<file path="config.mk">
export PLATFORM = sky130hd
export DESIGN_NAME = mul_div_unit
export DESIGN_NICKNAME = d
export VERILOG_FILES = /design/src/rtl/mul_div_unit.sv
export SDC_FILE = /design/constraint.sdc
export NUM_CORES = 1
export LEC_CHECK = 0
export ABC_CLOCK_PERIOD_IN_PS = 10560
export CAP_MARGIN = 10
export CORE_ASPECT_RATIO = 0.75
export CORE_UTILIZATION = 49
export DETAILED_ROUTE_END_ITERATION = 12
export PLACE_DENSITY = 0.67
export SLEW_MARGIN = 25
export SYNTH_ARGS = -nofsm -noshare
export SYNTH_HDL_FRONTEND = slang
export SYNTH_SLANG_ARGS = --single-unit
</file>
<file path="constraint.sdc">
create_clock -name clk -period 10.56 [get_ports clk]
set_clock_uncertainty 0.15 [all_clocks]
set_input_delay 1.056 -clock clk [delete_from_list [all_inputs] [get_ports clk]]
set_output_delay 1.056 -clock clk [all_outputs]
set_load 0.1 [all_outputs]
</file>
<file path="src/rtl/mul_div_unit.sv">
// mul_div_unit: iterative RV32M multiply/divide unit for the EX stage.
// Every operation takes the same number of cycles: 1 accept edge, 32 iteration
// edges, 1 fix-up edge, then a one-cycle Done pulse. A fixed latency keeps
// the hazard unit's stall logic trivial.
module mul_div_unit #(
    parameter int XLEN  = 32,
    parameter int CNT_W = 6
) (
    input  logic            clk,
    input  logic            rst_n,
    input  logic            Start,
    input  logic            Flush,
    input  logic [2:0]      MdOp,
    input  logic [XLEN-1:0] Operand1,
    input  logic [XLEN-1:0] Operand2,
    output logic            Busy,
    output logic            Done,
    output logic [XLEN-1:0] Result
);

    typedef enum logic [1:0] {
        IDLE,
        CALC,
        FIX,
        DONE
    } state_t;

    state_t            state;
    logic [2:0]        op;
    logic [CNT_W-1:0]  cnt;
    // multiply: {partial product, remaining multiplier bits}
    // divide:   {partial remainder, dividend bits shifting into quotient}
    logic [2*XLEN-1:0] acc;
    // multiplicand magnitude for multiply, divisor magnitude for divide
    logic [XLEN-1:0]   mcand;
    logic              neg_res;
    logic              neg_rem;
    logic              div_zero;
    logic              div_ovf;

    // operand decode for the accept edge
    logic              is_div;
    logic              a_signed;
    logic              b_signed;
    logic              neg_a;
    logic              neg_b;
    logic [XLEN-1:0]   a_mag;
    logic [XLEN-1:0]   b_mag;

    // one iteration step
    logic [XLEN:0]     mul_sum;
    logic [2*XLEN-1:0] mul_next;
    logic [XLEN:0]     div_shift;
    logic [XLEN:0]     div_diff;
    logic              div_ge;
    logic [2*XLEN-1:0] div_next;

    // sign correction and result selection
    logic [2*XLEN-1:0] prod_fixed;
    logic [XLEN-1:0]   quot_fixed;
    logic [XLEN-1:0]   rem_fixed;
    logic [XLEN-1:0]   fix_result;

    localparam logic [XLEN-1:0] MIN_NEG = {1'b1, {(XLEN-1){1'b0}}};

    // Decode signedness from funct3 and take operand magnitudes; MULHSU is
    // the only op where the two operands differ in signedness.
    always_comb begin
        is_div   = MdOp[2];
        a_signed = (MdOp != 3'b011) && (MdOp != 3'b101) && (MdOp != 3'b111);
        b_signed = a_signed && (MdOp != 3'b010);
        neg_a    = a_signed && Operand1[XLEN-1];
        neg_b    = b_signed && Operand2[XLEN-1];
        a_mag    = neg_a ? (~Operand1 + 1'b1) : Operand1;
        b_mag    = neg_b ? (~Operand2 + 1'b1) : Operand2;
    end

    // Single iteration: radix-2 shift-add for multiply, restoring
    // shift-subtract for divide, both working on unsigned magnitudes.
    always_comb begin
        mul_sum   = {1'b0, acc[2*XLEN-1:XLEN]} + (acc[0] ? {1'b0, mcand} : '0);
        mul_next  = {mul_sum, acc[XLEN-1:1]};
        div_shift = {acc[2*XLEN-1:XLEN], acc[XLEN-1]};
        div_diff  = div_shift - {1'b0, mcand};
        div_ge    = (div_shift >= {1'b0, mcand});
        div_next  = div_ge ? {div_diff[XLEN-1:0], acc[XLEN-2:0], 1'b1}
                           : {div_shift[XLEN-1:0], acc[XLEN-2:0], 1'b0};
    end

    // Sign-correct the raw magnitudes and pick the architectural result.
    // A zero divisor leaves the remainder equal to |Operand1| with the
    // dividend's sign restored, which is exactly Operand1.
    always_comb begin
        prod_fixed = neg_res ? (~acc + 1'b1) : acc;
        quot_fixed = neg_res ? (~acc[XLEN-1:0] + 1'b1) : acc[XLEN-1:0];
        rem_fixed  = neg_rem ? (~acc[2*XLEN-1:XLEN] + 1'b1) : acc[2*XLEN-1:XLEN];
        fix_result = '0;
        case (op)
            3'b000:                 fix_result = prod_fixed[XLEN-1:0];
            3'b001, 3'b010, 3'b011: fix_result = prod_fixed[2*XLEN-1:XLEN];
            3'b100, 3'b101: begin
                if (div_zero)
                    fix_result = '1;
                else if (div_ovf)
                    fix_result = MIN_NEG;
                else
                    fix_result = quot_fixed;
            end
            default: begin
                if (div_ovf && !div_zero)
                    fix_result = '0;
                else
                    fix_result = rem_fixed;
            end
        endcase
    end

    // Control FSM and datapath registers; Flush aborts from any state.
    always_ff @(posedge clk or negedge rst_n) begin
        if (!rst_n) begin
            state    <= IDLE;
            op       <= '0;
            cnt      <= '0;
            acc      <= '0;
            mcand    <= '0;
            neg_res  <= 1'b0;
            neg_rem  <= 1'b0;
            div_zero <= 1'b0;
            div_ovf  <= 1'b0;
            Busy     <= 1'b0;
            Done     <= 1'b0;
            Result   <= '0;
        end else if (Flush) begin
            state <= IDLE;
            Busy  <= 1'b0;
            Done  <= 1'b0;
        end else begin
            case (state)
                IDLE: begin
                    Done <= 1'b0;
                    if (Start) begin
                        op       <= MdOp;
                        cnt      <= '0;
                        mcand    <= is_div ? b_mag : a_mag;
                        acc      <= {{XLEN{1'b0}}, (is_div ? a_mag : b_mag)};
                        neg_res  <= neg_a ^ neg_b;
                        neg_rem  <= neg_a;
                        div_zero <= is_div && (Operand2 == '0);
                        div_ovf  <= is_div && !MdOp[0] && (Operand1 == MIN_NEG)
                                    && (Operand2 == '1);
                        Busy     <= 1'b1;
                        state    <= CALC;
                    end
                end
                CALC: begin
                    acc <= op[2] ? div_next : mul_next;
                    cnt <= cnt + 1'b1;
                    if (cnt == CNT_W'(XLEN-1))
                        state <= FIX;
                end
                FIX: begin
                    Result <= fix_result;
                    Done   <= 1'b1;
                    state  <= DONE;
                end
                DONE: begin
                    Done  <= 1'b0;
                    Busy  <= 1'b0;
                    state <= IDLE;
                end
                default: state <= IDLE;
            endcase
        end
    end

endmodule

</file>
# Word level (Yosys, flattened, before mapping)
# Index checks and enable logic that the tools add are counted.
classes:
  add_sub_neg: 8
  n_mul: 0
  div_mod_pow: 0
  n_lt_le_gt_ge: 1
  n_eq_ne: 18
  shifts: 0
  n_mux: 27
  bitwise_logic: 7
  reduce_logical: 26
ops:
  columns: ["op", "count"]
  rows:
  - ["$mux 32", 10]
  - ["$mux 64", 4]
  - ["$add 32x1->32 const B", 4]
  - ["$not 32->32", 4]
  - ["$pmux 64 s2", 1]
  - ["$pmux 32 s3", 1]
  - ["$add 64x1->64 const B", 1]
  - ["$eq 32x32->1 const B", 2]
  - ["$not 64->64", 1]
  - ["$add 32x32->33", 1]
  - ["$ge 33x32->1", 1]
  - ["$logic_not 32->1", 1]
  - ["$sub 32x32->32", 1]
  - ["$ne 3x3->1 const B", 4]
  - ["$pmux 6 s2", 1]
  - ["$logic_and 1x1->1", 10]
  - ["$pmux 2 s4", 1]
  - ["$add 6x1->6 const B", 1]
  - ["$eq 3x2->1 const B", 2]
  - ["$eq 3x3->1 const B", 2]
  - ["$eq 6x5->1 const B", 1]
  - ["$mux 2", 3]
  - ["$mux 6", 1]
  - ["$ne 3x2->1 const B", 2]
  - ["other kinds (17)", 27]
totals:
  reg_bits: 145
  latchBits: 0
  mem_bits_rw: 0
  rom_bits: 0
  inputBits: 71
  output_inout_bits: 34
  elab_cells: 99
  memories: 0

# Depth between registers and ports, before layout
# Gate-level depths: netlist of run 1.
depth:
  depth_word: 9
  mapped_depth: 14

# Worst setup path after synthesis of run 1
# Ideal clock, no wire load.
synth_timing:
  path_kind: "input-to-reg"
  start: "input Operand1[9]"
  end: "register acc[23]"
  setup_ps: 129
  arrival_time_ps: 3370
  required_time_ps: 10281
  setup_slack_ps: 6911
  stages: 9
  path_cell_list: "or4_1 > or3_1 > or4_1 > nor2_1 > nand2_1 > o41ai_1 > xnor2_1 > a222oi_1 > o21ai_1"
synth_via:
  elab_chain_len: 6
synth_rtl:
  columns: ["item", "line", "source"]
  rows:
  - ["from (decl)", "14", "input logic [XLEN-1:0] Operand1,"]
  - ["$not 32->32", "74", "a_mag = neg_a ? (~Operand1 + 1'b1) : Operand1;"]
  - ["$add 32x1->32", "74", null]
  - ["$mux 32", "74", null]
  - ["$mux 32", "145", "acc <= {{XLEN{1'b0}}, (is_div ? a_mag : b_mag)};"]
  - ["$mux 64", "141", "if (Start) begin"]
  - ["$pmux 64 s2", "138", "case (state)"]
  - ["to (signal assigned)", "145", null]
  - ["to (signal assigned)", "156", "acc <= op[2] ? div_next : mul_next;"]
  - ["to (decl)", "33", "logic [2*XLEN-1:0] acc;"]
# Every way passes these cells. The select of a mux whose other input is x is not followed.
# A chain may end at the register's enable or synchronous reset.

# Final worst setup path of run 1
layout_timing:
  start: "register acc[0]"
  end: "register acc[62]"
layout_via:
  elab_chain_len: 4
layout_rtl:
  columns: ["item", "line", "source"]
  rows:
  - ["$mux 32", "81", "mul_sum = {1'b0, acc[2*XLEN-1:XLEN]} + (acc[0] ? {1'b0, mcand} : '0);"]
  - ["$add 32x32->33", "81", null]
  - ["$mux 64", "156", null]
  - ["$pmux 64 s2", "138", null]
# Every way passes these cells.

==> flow_summary.ini, run 1 <==
[power]
power.leakage_nw = 6.92
p_total_mw = 6.31
power.density_mw_per_mm2 = 382
vdd_ir_drop_max_uv = 209

[routing]
totalWireLength_um = 50800
dr.pass1.iters = 7
viasPerCell = 6.19
drc_errors = 0
vias = 14700
routedWlPerCell_um = 21.3
ant_nets = 0
drt_iter0_drc = 1413

[die]
design.core.area_mm2 = 0.0293
rows = 54
start_util_pct = 50.3
die-area_mm2 = 0.0308
dieHeight_um = 152
die_w_um = 202
ios = 105

[clock_tree]
clk_pin_slew_worst_paths_ps = 70
cts_tree = yes
cts-root-buf = clkbuf_16
cts-htree-levels = 4
numCtsBuffers = 17
hold_buffers = 0
clkLatencyLatePin_ps = 470
clk_path_buf_depth = 2
post_cts_buffers = 0
cts.repair.resized = 0
cts_sinks = 145

[setup_path]
crit_arrival_ps = 4860
path_max_fanout = 31
start_kind = register
cp_data_required_time_ps = 10750
crit_type = register to register
regToRegEndpoint = acc[62]
reg2reg_from = acc[0]
endpoint = acc[62]
r2r_slack_ps = 5890
worstRegToRegCells = 13
end_kind = register
crit_start = acc[0]

[placed_design]
place_congestion = 0.987
hpwlAfterDp_um = 39300
io_buffers = 104

[finish]
nFillCells = 2801
multiInputGateArea_mm2 = 0.0104
layout_commonest_cell = nand2_1
area_growth_pct = 12.1
mostFrequentLayoutCells = nand2_1, o21ai_0, nor2_1, a21oi_1, dfrtp_1
diodes = 0
layout-drive-gt1-share_pct = 6.58
nNetsFinal = 2125
regArea_mm2 = 0.00363
post-route-util_pct = 56.3

[sta]
layout_min_cycle_time_ps = 4670
worstMarginPinSlew_ps = 991
max-slew-margin-rel_pct = 33.7
max_freq_ghz = 0.214
finalHoldViolations = 0
post-route-period-util_pct = 44.2
setup_viol = 0
rsz0062_at_grt = false
hold_slack_ps = 330
fin_setup_tns_ps = 0
final_max_slew_viol_count = 0

[synth]
synth_nets = 2109
synth.top_cells.by_area = dfrtp_1, o21ai_0, xnor2_1
netlist_instances = 1962
synth.cell_area_mm2 = 0.0147
yosysSeqAreaShare_pct = 24.6
yosysWarningCount = 0
ys.flop_type = dfrtp_1
syn_area_per_cell_um2 = 7.51
ys_ff_latch = 145
synth-edff-count = 0
synth_cell_type_count = 76
synth_top_cell_by_area = dfrtp_1
synthArstFlopShare_pct = 100
yosysTopAreaCellShare_pct = 24.6

[global_routing]
grt_pass1_wl_um = 78700
grtUsageTotal_pct = 33.0
grt_max_degree = 77
grt_antenna_before_repair = 0
overflow = 0
grt_pass1_vias = 13600

[run_status]
status = complete, no violations

[worst_hold_path]
hold_path.class = register to register

[run]
drv_cap = 0
flip-flops by register name, indices dropped and copies added, names as in the netlist:
register and count:
Done 1, div_ovf 1, Busy 1, state 2, neg_rem 1, div_zero 1, cnt 6, Result 32
mcand 32, acc 64, neg_res 1, op 3
worst min-delay path by stage:
| stage | start | end | slack (ps) | depth (start not counted) |
|---|---|---|---|---|
| finish | Result[7] | Result[7] | 330 | 2 |
| global route | Result[5] | Result[5] | 360 | 2 |
| CTS | Result[18] | Result[18] | 330 | 2 |
| detailed placement | Result[18] | Result[18] | 320 | 2 |
| global placement | Result[6] | Result[6] | 310 | 2 |
| floorplan | mcand[10] | mcand[10] | 300 | 2 |
per-layer routing:
metal  routed length, um  global-route usage (%)  vias up
li1                    -                       -     7086
met1               24400                    49.4     7012
met2               20600                    45.4      579
met3                4400                    8.34       70
met4                1430                    11.2        0
met5                   0                       0        -
kinds of logic after synthesis:
logic type               count (synthesis)  synth area share [%]
adder cells (fa/ha/maj)                 76                  6.56
flip-flops                             145                  24.6
AO/OA/AOI/OAI                          629                  26.4
AND/OR/NAND/NOR                        658                  20.9
XOR/XNOR                               196                  11.6
multiplexers                            66                  4.80
buffers and inverters                  192                  5.09
through the flow:
step	std cells	cell area, um2	setup slack, ps
global route	2383	16500	5700
CTS	2383	16500	6000
finish	2383	16500	5890
global placement	2351	15900	5730
detailed placement	2351	15900	5860
floorplan	1962	14700	6910
worst max-delay path, cell delays in order, from the launching register on:
cell and delay [ps]:
dfrtp_1 470, inv_1 110, buf_4 370, nor2_1 100, ha_1 250, a211oi_1 310, o21bai_1 170, o22ai_1 340
o21ai_0 400, a41oi_1 720, o211ai_1 260, a221oi_1 380, mux2i_1 150, or3_1 360
area by class of cell:
type,count,area share (%)
Clock buffer,19,2.74
Inverter,66,1.50
Sequential cell,145,22.0
Tap cell,392,2.97
Clock inverter,13,0.773
Timing Repair Buffer,123,7.18
Multi-Input combinational cell,1625,62.8
cell usage after synthesis (4+ instances only):
master and number:
inv_1 66, a311oi_1 4, clkbuf_1 111, o211ai_1 11, ha_1 74, a41oi_1 4, xor2_1 85, o21ai_1 11
mux2_2 37, or2_2 11, o21bai_1 10, dfrtp_1 145, nand4_1 30, a222oi_1 4, xnor2_1 111, o41ai_1 10
nand3_1 26, a31oi_1 8, a2111oi_0 4, o221ai_1 11, a21oi_1 160, a21o_1 27, nor4_1 11, nand2b_1 17
nand2_1 245, a211o_1 5, nor3_1 28, a221oi_1 13, nor2_1 184, o31ai_1 35, a22o_1 8, buf_2 5
and2_1 11, or4_1 15, a211oi_1 38, buf_1 7, o22ai_1 5, a21boi_0 4, mux2i_1 29, and3_1 13
or3_1 27, nor2b_1 17, o21ai_0 218, o21a_1 15
report_power, final:
| group | internal [mW] | switching [mW] | total (mW) |
|---|---|---|---|
| registers | 0.790 | 0.436 | 1.23 |
| clock network | 0.339 | 0.274 | 0.614 |
| logic | 1.64 | 2.84 | 4.47 |
Power figures use the tool's default switching activity.
==> run 2, diff against run 1 <==
--- a/config.mk
+++ b/config.mk
@@ -5,12 +5,12 @@
 export SDC_FILE = /design/constraint.sdc
 export NUM_CORES = 1
 export LEC_CHECK = 0
-export ABC_CLOCK_PERIOD_IN_PS = 10560
+export ABC_CLOCK_PERIOD_IN_PS = 4200
 export CAP_MARGIN = 10
 export CORE_ASPECT_RATIO = 0.75
 export CORE_UTILIZATION = 49
 export DETAILED_ROUTE_END_ITERATION = 12
-export PLACE_DENSITY = 0.67
+export PLACE_DENSITY = 0.7
 export SLEW_MARGIN = 25
 export SYNTH_ARGS = -nofsm -noshare
 export SYNTH_HDL_FRONTEND = slang
==> constraint.sdc (replaced) <==
create_clock -name clk -period 4.2 [get_ports clk]
set_clock_uncertainty 0.15 [all_clocks]
set_input_delay 0.42 -clock clk [delete_from_list [all_inputs] [get_ports clk]]
set_output_delay 0.42 -clock clk [all_outputs]
set_load 0.1 [all_outputs]
==> run 2 against run 1 <==
Effect of this change: utilization is 1.5 points higher; clock power grew to 2.5 times the previous value; global-route usage is 1.6 points higher; combinational power grew to 2.7 times the previous value.
==> flow_summary.ini, run 2 (synthesis results as in run 1) <==
[clock_tree]
cts-root-buf = clkbuf_16
cts_tree = yes
clk_path_buf_depth = 2
clk_pin_slew_worst_paths_ps = 70
cts_sinks = 145
numCtsBuffers = 17
cts-htree-levels = 4
clkLatencyLatePin_ps = 460
post_cts_buffers = 0

[placed_design]
hpwlAfterDp_um = 41800
io_buffers = 104
place_congestion = 0.987
dp.cells = 2406

[power]
power.density_mw_per_mm2 = 971
vdd_ir_drop_max_uv = 668
power.leakage_nw = 7.21

[finish]
layout_commonest_cell = nand2_1
area_growth_pct = 15.1
post-route-util_pct = 57.8
mostFrequentLayoutCells = nand2_1, o21ai_0, nor2_1, a21oi_1, dfrtp_1
nNetsFinal = 2181
largest_reg_flops = 64
top_register = acc
layout-drive-gt1-share_pct = 9.09
fin_cells = 2439
top_regs = acc: 64 flops, Result: 32 flops, mcand: 32 flops
diodes = 0

[sta]
max_freq_ghz = 0.255
worstMarginPinSlew_ps = 1070
finalHoldViolations = 0
max-slew-margin-rel_pct = 28.8
final_max_slew_viol_count = 0
layout_min_cycle_time_ps = 3930
setup_viol = 0
post-route-period-util_pct = 93.5

[global_routing]
grt_max_degree = 117
grt_pass1_vias = 14200
grt_pass1_wl_um = 82400
overflow = 0
grtUsageTotal_pct = 34.7
grt_antenna_before_repair = 1

[routing]
dr.pass1.iters = 8
routedWlPerCell_um = 21.9
drc_errors = 0
totalWireLength_um = 53500
vias = 15300
drt_iter0_drc = 1648
ant_nets = 0
viasPerCell = 6.26

[die]
rows = 54
start_util_pct = 50.3
die_w_um = 202
design.core.area_mm2 = 0.0293
ios = 105
die-area_mm2 = 0.0308
dieHeight_um = 152

[setup_path]
crit_arrival_ps = 4110
crit_chain = inv_1 > nor2_1 > ha_1 > o21ai_0 > nor2_1 > o41ai_1 > o21ai_0 > a41oi_2 > o211ai_1 > a221oi_1 > mux2i_1 > or3_1
crit_type = register to register
start_kind = register
crit_path_top_delay_cell = a41oi_2
path_max_fanout = 13
end_kind = register
cp_data_required_time_ps = 4380
critPathMaxStageDelay_ps = 410

[run_status]
status = complete, no violations

[worst_hold_path]
hold_path.class = register to register

[run]
drv_cap = 0
[run 2: cell count changes in the layout (fill, tap and decap cells not counted), sizes merged]
cell	previous run	this run
dlygate4sd3	0	1
buf	21	76
clkbuf	19	17
inv	69	73
clkinvlp	5	3
[run 2: critical path: cells and delay by family (launching register included)]
kind                     cells  cell delay, ps
AO/OA/AOI/OAI                6            1870
AND/OR/NAND/NOR              3             590
flip-flops                   1             370
buffers and inverters        1             360
adder cells (fa/ha/maj)      1             340
multiplexers                 1             120
[run 2: power by group]
group	switching [mW]	internal, mW	leakage [nW]
Sequential	0.827	1.99	1.86
Clock	0.714	0.832	0.276
Combinational	7.65	4.45	5.07
[run 2: stage by stage]
step                      setup WS, ps  power (mW)  setup TNS, ps  hold WS (ps)  instance area (um2)
after floorplan                    664        11.2              0         -25.6                14700
after CTS                          199        16.2              0           334                16900
after global routing             -32.3        17.6          -32.3           351                17000
after detailed placement           232        14.6              0           320                16400
final                              274        16.5              0           330                17000
after global placement             341        14.4              0           312                16400
[run 2: final cells by class]
class,count,area (um2)
multi-input combinational,1625,10400
clock inverter,15,149
fill,2781,12400
sequential,145,3630
inverter,66,248
tap,392,490
clock buffer,17,425
timing repair buffer,179,1630
[run 2: per-layer routing]
layer  global-route usage, %  up-vias  wire length, um
met5                       0        -               13
met4                    12.9        2             1720
met3                    9.54       81             6080
met2                    46.9      740            21400
met1                    51.6     7265            24300
li1                        -     7183                -
[run 2: worst paths after layout]
check	startpoint	end	slack, ps	depth (start not counted)
worst max register to register	acc[0]	acc[62]	270	12
max in group asynchronous	rst_n	state[0]	2510	3
worst min register to register	Result[6]	Result[6]	330	2
min in group asynchronous	rst_n	Result[21]	430	2
worst min-delay path	Result[6]	Result[6]	330	2
worst max-delay path	acc[0]	acc[62]	270	12
[run 2: repair_timing]
| item | in CTS | in global routing |
|---|---|---|
| hold buffers | 1 | 0 |
| endpoints found under the setup margin | 0 | 2 |
| resized for setup | 0 | 2 |
| endpoints found under the hold margin | 77 | 0 |
